**src/rtl/reg_ctrl_pkg.sv**
```systemverilog
// Shared types and constants for the register-write arbiter slice.
package reg_ctrl_pkg;

    localparam int NUM_REQ   = 2;
    localparam int REQ_IDX_W = (NUM_REQ > 1) ? $clog2(NUM_REQ) : 1;

    typedef logic [REQ_IDX_W-1:0] req_idx_t;

    localparam req_idx_t REQ_IDX_0 = req_idx_t'(0);
    localparam req_idx_t REQ_IDX_1 = req_idx_t'(1);

    // The opposite requester of a two-way pair.
    function automatic req_idx_t other_req(input req_idx_t idx);
        return (idx == REQ_IDX_0) ? REQ_IDX_1 : REQ_IDX_0;
    endfunction

endpackage

```
**src/rtl/rr_arb2.sv**
```systemverilog
// Two-way round-robin arbiter: one-hot grant from a valid vector, pointer
// advances only when a grant is issued.
module rr_arb2
    import reg_ctrl_pkg::*;
(
    input  logic               clk,
    input  logic               rst_n,
    input  logic [NUM_REQ-1:0] valid_i,
    output logic [NUM_REQ-1:0] grant_o,
    output logic               upd_o
);

    req_idx_t ptr_q;
    req_idx_t ptr_d;
    req_idx_t win_s;

    // Grant selection; ptr_q names the requester favoured on contention.
    always_comb begin
        grant_o = {NUM_REQ{1'b0}};
        case (valid_i)
            2'b01:   grant_o = 2'b01;
            2'b10:   grant_o = 2'b10;
            2'b11: begin
                if (ptr_q == REQ_IDX_0) begin
                    grant_o = 2'b01;
                end else begin
                    grant_o = 2'b10;
                end
            end
            default: grant_o = 2'b00;
        endcase
    end

    // Next pointer: after a grant, favour the requester that lost.
    always_comb begin
        upd_o = |grant_o;
        win_s = grant_o[1] ? REQ_IDX_1 : REQ_IDX_0;
        ptr_d = ptr_q;
        if (upd_o) begin
            ptr_d = other_req(win_s);
        end else begin
            ptr_d = ptr_q;
        end
    end

    // Round-robin pointer register.
    always_ff @(posedge clk or negedge rst_n) begin
        if (!rst_n) begin
            ptr_q <= REQ_IDX_0;
        end else begin
            ptr_q <= ptr_d;
        end
    end

endmodule

```
**src/rtl/reg_wr_arbiter.sv**
```systemverilog
// Arbitrates two register-file write requesters onto one registered write
// port and keeps a per-register pending-write scoreboard.
module reg_wr_arbiter
    import reg_ctrl_pkg::*;
#(
    parameter int ADDR_WIDTH = 4,
    parameter int DATA_WIDTH = 8
) (
    input  logic                     clk,
    input  logic                     rst_n,

    input  logic                     req_valid_0,
    output logic                     req_ready_0,
    input  logic [ADDR_WIDTH-1:0]    req_addr_0,
    input  logic [DATA_WIDTH-1:0]    req_data_0,

    input  logic                     req_valid_1,
    output logic                     req_ready_1,
    input  logic [ADDR_WIDTH-1:0]    req_addr_1,
    input  logic [DATA_WIDTH-1:0]    req_data_1,

    input  logic                     rsv_valid,
    input  logic [ADDR_WIDTH-1:0]    rsv_addr,

    output logic                     wr_en,
    output logic [ADDR_WIDTH-1:0]    wr_addr,
    output logic [DATA_WIDTH-1:0]    wr_data,
    output logic [2**ADDR_WIDTH-1:0] busy
);

    localparam int NUM_REGS = 2**ADDR_WIDTH;

    logic [NUM_REQ-1:0]    valid_s;
    logic [NUM_REQ-1:0]    grant_s;
    logic                  xfer_s;
    logic [ADDR_WIDTH-1:0] sel_addr_s;
    logic [DATA_WIDTH-1:0] sel_data_s;

    logic                  wr_en_q,   wr_en_d;
    logic [ADDR_WIDTH-1:0] wr_addr_q, wr_addr_d;
    logic [DATA_WIDTH-1:0] wr_data_q, wr_data_d;
    logic [NUM_REGS-1:0]   busy_q,    busy_d;

    // Masking with rst_n keeps ready low for the whole reset, clock or not.
    assign valid_s = {req_valid_1, req_valid_0} & {NUM_REQ{rst_n}};

    rr_arb2 u_arb (
        .clk     (clk),
        .rst_n   (rst_n),
        .valid_i (valid_s),
        .grant_o (grant_s),
        .upd_o   (xfer_s)
    );

    assign req_ready_0 = grant_s[0];
    assign req_ready_1 = grant_s[1];

    // Steer the granted requester's address and data.
    always_comb begin
        sel_addr_s = req_addr_0;
        sel_data_s = req_data_0;
        if (grant_s[1]) begin
            sel_addr_s = req_addr_1;
            sel_data_s = req_data_1;
        end else begin
            sel_addr_s = req_addr_0;
            sel_data_s = req_data_0;
        end
    end

    // Write-port next state: address and data hold between writes.
    always_comb begin
        wr_en_d   = xfer_s;
        wr_addr_d = wr_addr_q;
        wr_data_d = wr_data_q;
        if (xfer_s) begin
            wr_addr_d = sel_addr_s;
            wr_data_d = sel_data_s;
        end else begin
            wr_addr_d = wr_addr_q;
            wr_data_d = wr_data_q;
        end
    end

    // Scoreboard next state; a reserve outranks a clear on the same register.
    always_comb begin
        busy_d = busy_q;
        for (int r = 0; r < NUM_REGS; r++) begin
            if (rsv_valid && (rsv_addr == ADDR_WIDTH'(r))) begin
                busy_d[r] = 1'b1;
            end else if (xfer_s && (sel_addr_s == ADDR_WIDTH'(r))) begin
                busy_d[r] = 1'b0;
            end else begin
                busy_d[r] = busy_q[r];
            end
        end
    end

    // Output and scoreboard registers; reset drops any write still in flight.
    always_ff @(posedge clk or negedge rst_n) begin
        if (!rst_n) begin
            wr_en_q   <= 1'b0;
            wr_addr_q <= {ADDR_WIDTH{1'b0}};
            wr_data_q <= {DATA_WIDTH{1'b0}};
            busy_q    <= {NUM_REGS{1'b0}};
        end else begin
            wr_en_q   <= wr_en_d;
            wr_addr_q <= wr_addr_d;
            wr_data_q <= wr_data_d;
            busy_q    <= busy_d;
        end
    end

    assign wr_en   = wr_en_q;
    assign wr_addr = wr_addr_q;
    assign wr_data = wr_data_q;
    assign busy    = busy_q;

endmodule
```
**config.mk**
```make
export PLATFORM = sky130hd
export DESIGN_NAME = reg_wr_arbiter
export DESIGN_NICKNAME = d
export VERILOG_FILES = /design/src/rtl/reg_ctrl_pkg.sv /design/src/rtl/rr_arb2.sv /design/src/rtl/reg_wr_arbiter.sv
export SDC_FILE = /design/constraint.sdc
export NUM_CORES = 1
export LEC_CHECK = 0
export CAP_MARGIN = 25
export CORE_AREA = 8 8 71 73
export DETAILED_ROUTE_END_ITERATION = 16
export DIE_AREA = 0 0 79 81
export PLACE_DENSITY = 0.85
export SYNTH_ARGS = -nofsm -noshare
export SYNTH_HDL_FRONTEND = slang
export SYNTH_SLANG_ARGS = --single-unit
```
**constraint.sdc**
```tcl
create_clock -name clk -period 3.85 [get_ports clk]
set_clock_uncertainty 0.1 [all_clocks]
set_input_delay 0.77 -clock clk [delete_from_list [all_inputs] [get_ports clk]]
set_output_delay 0.77 -clock clk [all_outputs]
set_load 0.03 [all_outputs]
```
# After elaboration in Yosys (flattened, before gate mapping)
# Index checks and enable logic that the tools add are counted.
# totals
reg_bits	30
wordCells	143
# op_classes
reduce_logical	51
muxes	38
eq_ne	33
n_bitwise	1
# op_table
cell	n
4-bit equality test, second input constant	16
1-bit 2-to-1 mux	34
4-bit by 3-bit equality test with 1-bit output, second input constant	8
1-bit logical AND	32
2-bit nonzero test	16
4-bit by 2-bit equality test with 1-bit output, second input constant	4
4-bit by 1-bit equality test with 1-bit output, second input constant	2
4-bit logical NOT	2
8-bit 2-to-1 mux	1
2-bit one-hot mux with 3 select lines	1
2-bit equality test, second input constant	2
4-bit 2-to-1 mux	1
2-bit bitwise AND	1
2-bit by 1-bit equality test with 1-bit output, second input constant	1
2-bit 2-to-1 mux	1
2-bit OR reduction	1

# Longest topological paths before layout
# Gate-level depths: netlist of the first run.
# depth
ltp_word	8
ltp_mapped	6
ltp_nobuf	4

# Cells and area by module
# From an unflattened synthesis of the first run, not the netlist that was laid out.
# hier_totals
cells_unflattened	152
hier_area_um2	1579.0
# modules_own_cells
mod	seq_area_each_um2	cells_per_inst	instances	area_each_um2
reg_wr_arbiter	725.7	144	1	1512.7
rr_arb2	25.0	8	1	66.3

# Least setup slack after synthesis of the first run
# No wires, ideal clock.
# synth_path
path_kind	input port to output port
startpoint	input rst_n
endpoint	output req_ready_1
path_stages	5
setup_slack_ps	1477
t_arrival_ps	1503
n_path_buf	2
t_required_ps	2980
path_cell_list	nand2_1 -> a21o_1 -> buf_6 -> buf_2 -> inv_1
# synth_via
elab_chain_len	3
word_cells_on_any_way	5
# synth_rtl
element	line	rtl
from (decl)	reg_wr_arbiter.sv:10	input logic rst_n,
2-bit bitwise AND (*)	reg_wr_arbiter.sv:45	assign valid_s = {req_valid_1, req_valid_0} & {NUM_REQ{rst_n}};
2-bit equality test / 2-bit by 1-bit equality test with 1-bit output (equally long branches)	rr_arb2.sv:20	case (valid_i)
2-bit one-hot mux with 3 select lines (*)	rr_arb2.sv:20	
to (decl)	reg_wr_arbiter.sv:18	output logic req_ready_1,
# Mark *: on every way between the ends. The rest lies on a longest branch, timed or not.

# Final worst setup path of the first run
# layout_path
startpoint	input rst_n
endpoint	output req_ready_0
# layout_via
elab_chain_len	3
word_cells_on_any_way	5
# layout_rtl
element	line	rtl
2-bit bitwise AND (*)	reg_wr_arbiter.sv:45	
2-bit equality test / 2-bit by 1-bit equality test with 1-bit output (equally long branches)	rr_arb2.sv:20	
2-bit one-hot mux with 3 select lines (*)	rr_arb2.sv:20	
to (decl)	reg_wr_arbiter.sv:13	output logic req_ready_0,
# Marks and branches as above.

==> impl_metrics.ini, run 1 <==
[status]
status = completed

[cells_and_area]
nets = 292
layout_commonest_cell = clkdlybuf4s50_1
final_cell_mix = 62 x clkdlybuf4s50_1, 35 x nor2_1, 30 x dfrtp_1
utilization_pct = 64.1
final_layout_size_suffix_gt1_share_pct = 7.75
area_delta_synth_final_pct = 38.9
design_area_sq_um = 2510
diodes = 0

[sta]
tightest_slew_ps = 1010
rsz0062_at_grt = no
post-route-period-util_pct = 81.9
hold_viol_final = 0
min_period_ps = 3150
setup_violations = 0
setup_tns_ps = 0
max_freq_mhz = 317
relSlewSlack_pct = 32.4
drv_slew = 0

[floorplanning]
die_y_um = 81
core_region_area_sq_um = 3910
io_pins = 64
initial_core_util_pct = 46.2
die_area_sq_um = 6400
die_w_um = 79
fp-row-count = 23

[clock_network]
cts_max_path_buffers = 2
cts_root_buf = clkbuf_8
cts_made_buffers = 5
clkTransAtPathRegs_ps = 50
cts_setup_buffers = 0
cts.sinks = 30
cts_tree = done
clk_latency_ps = 270
holdBufCountCts = 0
post_cts_resized = 0
htree_levels = 2

[synth]
seq_area_frac_synth_pct = 41.6
synthFlopType = dfrtp_1
synth_cell_types = 29
synth_area_sq_um = 1810
synth-edff-count = 0
synth_seq_cells = 30
ys_warn_count = 0
syn_area_per_cell_sq_um = 8.90
async_flop_share_pct = 100
synth_cells = 203
syn-num-nets = 236

[place]
dpl.hpwl_um = 3770
place_area_sq_um = 2430
port-buffer-count = 63
gp_congestion = 0.882

[critical_path]
startpoint = rst_n
slowest_stage = clkdlybuf4s50_1
crit_top_cell = buf_4
path_cells = clkdlybuf4s50_1, buf_4, nand2_1, a21o_1, inv_1, buf_4
r2r.worst_path.cells = 5
critPathCapture = req_ready_0
path_buf_inv = 4
max_stage_delay_ps = 480
rrSetupSlack_ps = 2190
cp.required_ps = 2980
cp-end-kind = primary output
critPathLaunchType = input pin
crit_type = in2out
cp.arrival_ps = 2280
rr_startpoint = u_arb.ptr_q
crit_fanout = 32
crit_cells = 6
r2r_end = busy[7]
cpLargestDelayFamily = buffers and inverters

[power_and_ir_drop]
leakage_nw = 1.09
p_comb_share_pct = 30.3
p_clk_share_pct = 28.0
p_int_mw = 0.597
switching_power_mw = 0.265
switching_share_pct = 30.8
ir_drop_uv = 165
power_frac_seq_pct = 41.6
power_density_nw_per_um2 = 344

[routing]
vias = 1662
via_per_inst = 5.40
wl_per_cell_um = 16.2
wl_um = 5000
ant_nets = 0
drtPass1Iterations = 4
drt-initial-drc-count = 140
drc_errors = 0

[global_routing]
grt_pass1_wl_um = 8290
grt_usage_pct = 16.3
grt_max_degree = 33
overflow = 0
first_global_vias = 1719
antenna_found_initial = 0

[hold_path]
hold_path_class = reg2reg

[job]
maxCapViolCount = 0
==> registers in the layout, indices dropped and copies added (netlist names) <==
| register | cells |
|---|---|
| wr_addr | 4 |
| u_arb.ptr_q | 1 |
| busy | 16 |
| wr_data | 8 |
| wr_en | 1 |
==> cells in the mapped netlist, drive strengths merged (2+ instances only) <==
cell type   n  area share (%)
mux2        4             3.3
nand2      14             2.9
nor3b       2            0.83
buf        13             4.1
nor4        2            0.69
nor2       35             7.3
mux2i      16             8.9
inv         9             1.9
a22o        9             4.4
nand4       2            0.69
a21o       13             5.4
o21ai      11             4.1
dfrtp      30              42
clkbuf      3            0.62
nor2b       3             1.0
o22ai       8             2.8
a32oi       2            0.97
a21oi       3            0.83
nor3       12             3.3
nand2b      8             2.8
==> worst reg2reg max path: stages (launching register included) <==
cell and delay [ps]:
dfrtp_1 410, inv_2 50, a21o_1 150, buf_4 390
mux2_4 370, o21ai_2 110
==> layout make-up <==
class                      instances  area (sq um)
inverter                           9          33.8
sequential                        30           751
fill                             362          1400
clock buffer                       6          82.6
timing repair buffer              65           643
tap                               50          62.6
multi-input combinational        148           937
==> stage by stage <==
stage	setup slack (ps)	total power, mW	hold slack (ps)	std cells
detailed placement	672	0.628	371	302
global placement	698	0.623	363	302
CTS	677	0.872	383	308
finish	698	0.863	373	308
floorplan	1480	0.515	374	203
global route	537	0.907	420	308
==> worst min path at each step <==
stage	start	to	slack (ps)	cells past startpoint
final	wr_addr[2]	wr_addr[2]	370	2
after floorplan	rst_n	busy[0]	370	0
after detailed placement	wr_addr[2]	wr_addr[2]	370	2
after CTS	wr_addr[2]	wr_addr[2]	380	2
after global placement	wr_addr[1]	wr_addr[1]	360	2
after global routing	wr_addr[2]	wr_addr[2]	420	2
==> cell families after synthesis <==
logic type	after synthesis	share of synthesized area, %
AO/OA/AOI/OAI	48	19.4
AND/OR/NAND/NOR	80	20.3
multiplexers	20	12.2
flip-flops	30	41.6
buffers and inverters	25	6.58
==> metal layers <==
metal,part of all wire (%),wire [um],vias to the layer above,track usage (%)
li1,-,-,820,-
met1,46,2290,795,20.5
met2,49,2420,42,26.9
met3,4.5,224,5,3.42
met4,1.1,54,0,6.11
met5,0,0,-,0
==> power by group through the flow <==
stage               combinational [mW]  clock, mW  sequential [mW]
global route                     0.281      0.263            0.363
finish                           0.262      0.242            0.359
detailed placement               0.263          0            0.365
CTS                              0.263      0.250            0.359
global placement                 0.260          0            0.363
floorplan                       0.0996          0            0.415
(Power assumes the default switching activity.)
==> run 2, diff against run 1 <==
--- a/config.mk
+++ b/config.mk
@@ -6,10 +6,10 @@
 export NUM_CORES = 1
 export LEC_CHECK = 0
 export CAP_MARGIN = 25
-export CORE_AREA = 8 8 71 73
+export CORE_AREA = 8 8 73 75
 export DETAILED_ROUTE_END_ITERATION = 16
-export DIE_AREA = 0 0 79 81
-export PLACE_DENSITY = 0.85
+export DIE_AREA = 0 0 81 83
+export PLACE_DENSITY = 0.81
 export SYNTH_ARGS = -nofsm -noshare
 export SYNTH_HDL_FRONTEND = slang
 export SYNTH_SLANG_ARGS = --single-unit
==> constraint.sdc (replaced) <==
create_clock -name clk -period 2.98 [get_ports clk]
set_clock_uncertainty 0.1 [all_clocks]
set_input_delay 0.596 -clock clk [delete_from_list [all_inputs] [get_ports clk]]
set_output_delay 0.596 -clock clk [all_outputs]
set_load 0.03 [all_outputs]
==> run 2 against run 1 <==
Net effect:
- via count is 2.4% higher
- global-route usage fell by 0.67 points
- routed wire length rose by 2.0%
- core utilization is 3.9 points lower
- first-iteration DRC count up 40%
- non-clock buffer count up 1
- combinational power up 30%
- clock power up 41%
- sequential share of layout area down 0.27 points
- critical path depth shrank 1
- die area up 5.1%
- largest cell class unchanged
==> impl_metrics.ini, run 2 (synthesized netlist as in run 1, its figures left out) <==
[routing]
ant_nets = 0
wl_per_cell_um = 16.3
drt-initial-drc-count = 196
vias = 1702
wl_um = 5100
via_per_inst = 5.44
drc_errors = 0
drtPass1Iterations = 4

[floorplanning]
io_pins = 64
die_w_um = 81
die_y_um = 83
core_region_area_sq_um = 4200
die_area_sq_um = 6720
fp-row-count = 24
initial_core_util_pct = 43.0

[critical_path]
cp.arrival_ps = 2110
slowest_stage = clkdlybuf4s50_1
crit_fanout = 3
critPathLaunchType = input pin
crit_type = in2out
path_cells = clkdlybuf4s50_1, nand2_1, a21o_1, inv_1, clkdlybuf4s50_1
cp.required_ps = 2280
path_buf_inv = 3
rrSetupSlack_ps = 1370
max_stage_delay_ps = 660
cp-end-kind = primary output
cpLargestDelayFamily = buffers and inverters
crit_top_cell = clkdlybuf4s50_1

[cells_and_area]
largest_reg_flops = 16
area_delta_synth_final_pct = 40.2
fillCellCount = 384
final_layout_size_suffix_gt1_share_pct = 8.81
nets = 293
layout_commonest_cell = clkdlybuf4s50_1
diodes = 0
final_cell_mix = 62 x clkdlybuf4s50_1, 35 x nor2_1, 30 x dfrtp_1

[clock_network]
holdBufCountCts = 0
htree_levels = 2
cts_setup_buffers = 0
cts_tree = done
cts.sinks = 30
cts_max_path_buffers = 2
cts_made_buffers = 5
post_cts_resized = 0
clk_latency_ps = 280
clkTransAtPathRegs_ps = 60
cts_root_buf = clkbuf_8

[global_routing]
grt_usage_pct = 15.6
antenna_found_initial = 0
grt_pass1_wl_um = 8320
overflow = 0
first_global_vias = 1679
grt_max_degree = 33

[place]
port-buffer-count = 63
dpl.hpwl_um = 3770
gp_congestion = 0.860
dpl_worst_slack_ps = 181

[hold_path]
hold_path_class = reg2reg

[power_and_ir_drop]
leakage_nw = 1.10
total_power_mw = 1.15
ir_drop_uv = 238
power_density_nw_per_um2 = 453

[job]
maxCapViolCount = 0

[sta]
setup_tns_ps = 0
setup_violations = 0
hold_viol_final = 0
relSlewSlack_pct = 33.6
max_freq_mhz = 356
rsz0062_at_grt = no
min_period_ps = 2810
post-route-period-util_pct = 94.2
tightest_slew_ps = 996
fin_ws_ps = 174
drv_slew = 0

[status]
status = completed
-- run 2: layout make-up --
cell class,instances,area (sq um),share of cell area (%)
timing repair buffer,66,651,25.7
sequential,30,751,29.6
tap,52,65.1,2.57
multi-input combinational,148,937,37.0
inverter,9,33.8,1.33
clock inverter,2,12.5,0.494
clock buffer,6,82.6,3.26
-- run 2: path summary, 6_finish.rpt --
| check | from | depth (start not counted) | end |
|---|---|---|---|
| max | req_valid_1 | 5 | req_ready_1 |
| min | wr_addr[2] | 2 | wr_addr[2] |
| max reg2reg | u_arb.ptr_q | 5 | busy[7] |
| min reg2reg | wr_addr[2] | 2 | wr_addr[2] |
| max in group asynchronous | rst_n | 2 | wr_addr[1] |
| min in group asynchronous | rst_n | 2 | wr_data[4] |
-- run 2: metal layers --
metal	vias to the layer above	share of wire, %	track usage [%]
met5	-	0	0
li1	829	-	-
met2	59	46	23.6
met3	7	5.4	4.20
met1	807	47	20.5
met4	0	2.0	6.02
-- run 2: power breakdown --
group,switching [mW],internal (mW)
registers,0.0218,0.443
clock network,0.157,0.185
logic,0.188,0.152
-- run 2: per-stage QoR --
| step | hold slack, ps | utilization (%) | std cells | area (sq um) |
|---|---|---|---|---|
| final | 377 | 60.2 | 313 | 2530 |
| after global routing | 413 | 60.2 | 313 | 2530 |
| after CTS | 389 | 60.2 | 313 | 2530 |
| after detailed placement | 374 | 58.0 | 305 | 2440 |
| after global placement | 361 | 58.0 | 305 | 2440 |
| after floorplan | 200 | - | 203 | 1810 |
-- run 2: worst register-to-register path: stages, from the launching register on --
cell	delay [ps]
dfrtp_1	420
inv_2	60
a21o_1	110
buf_4	380
mux2_4	380
o21ai_2	100
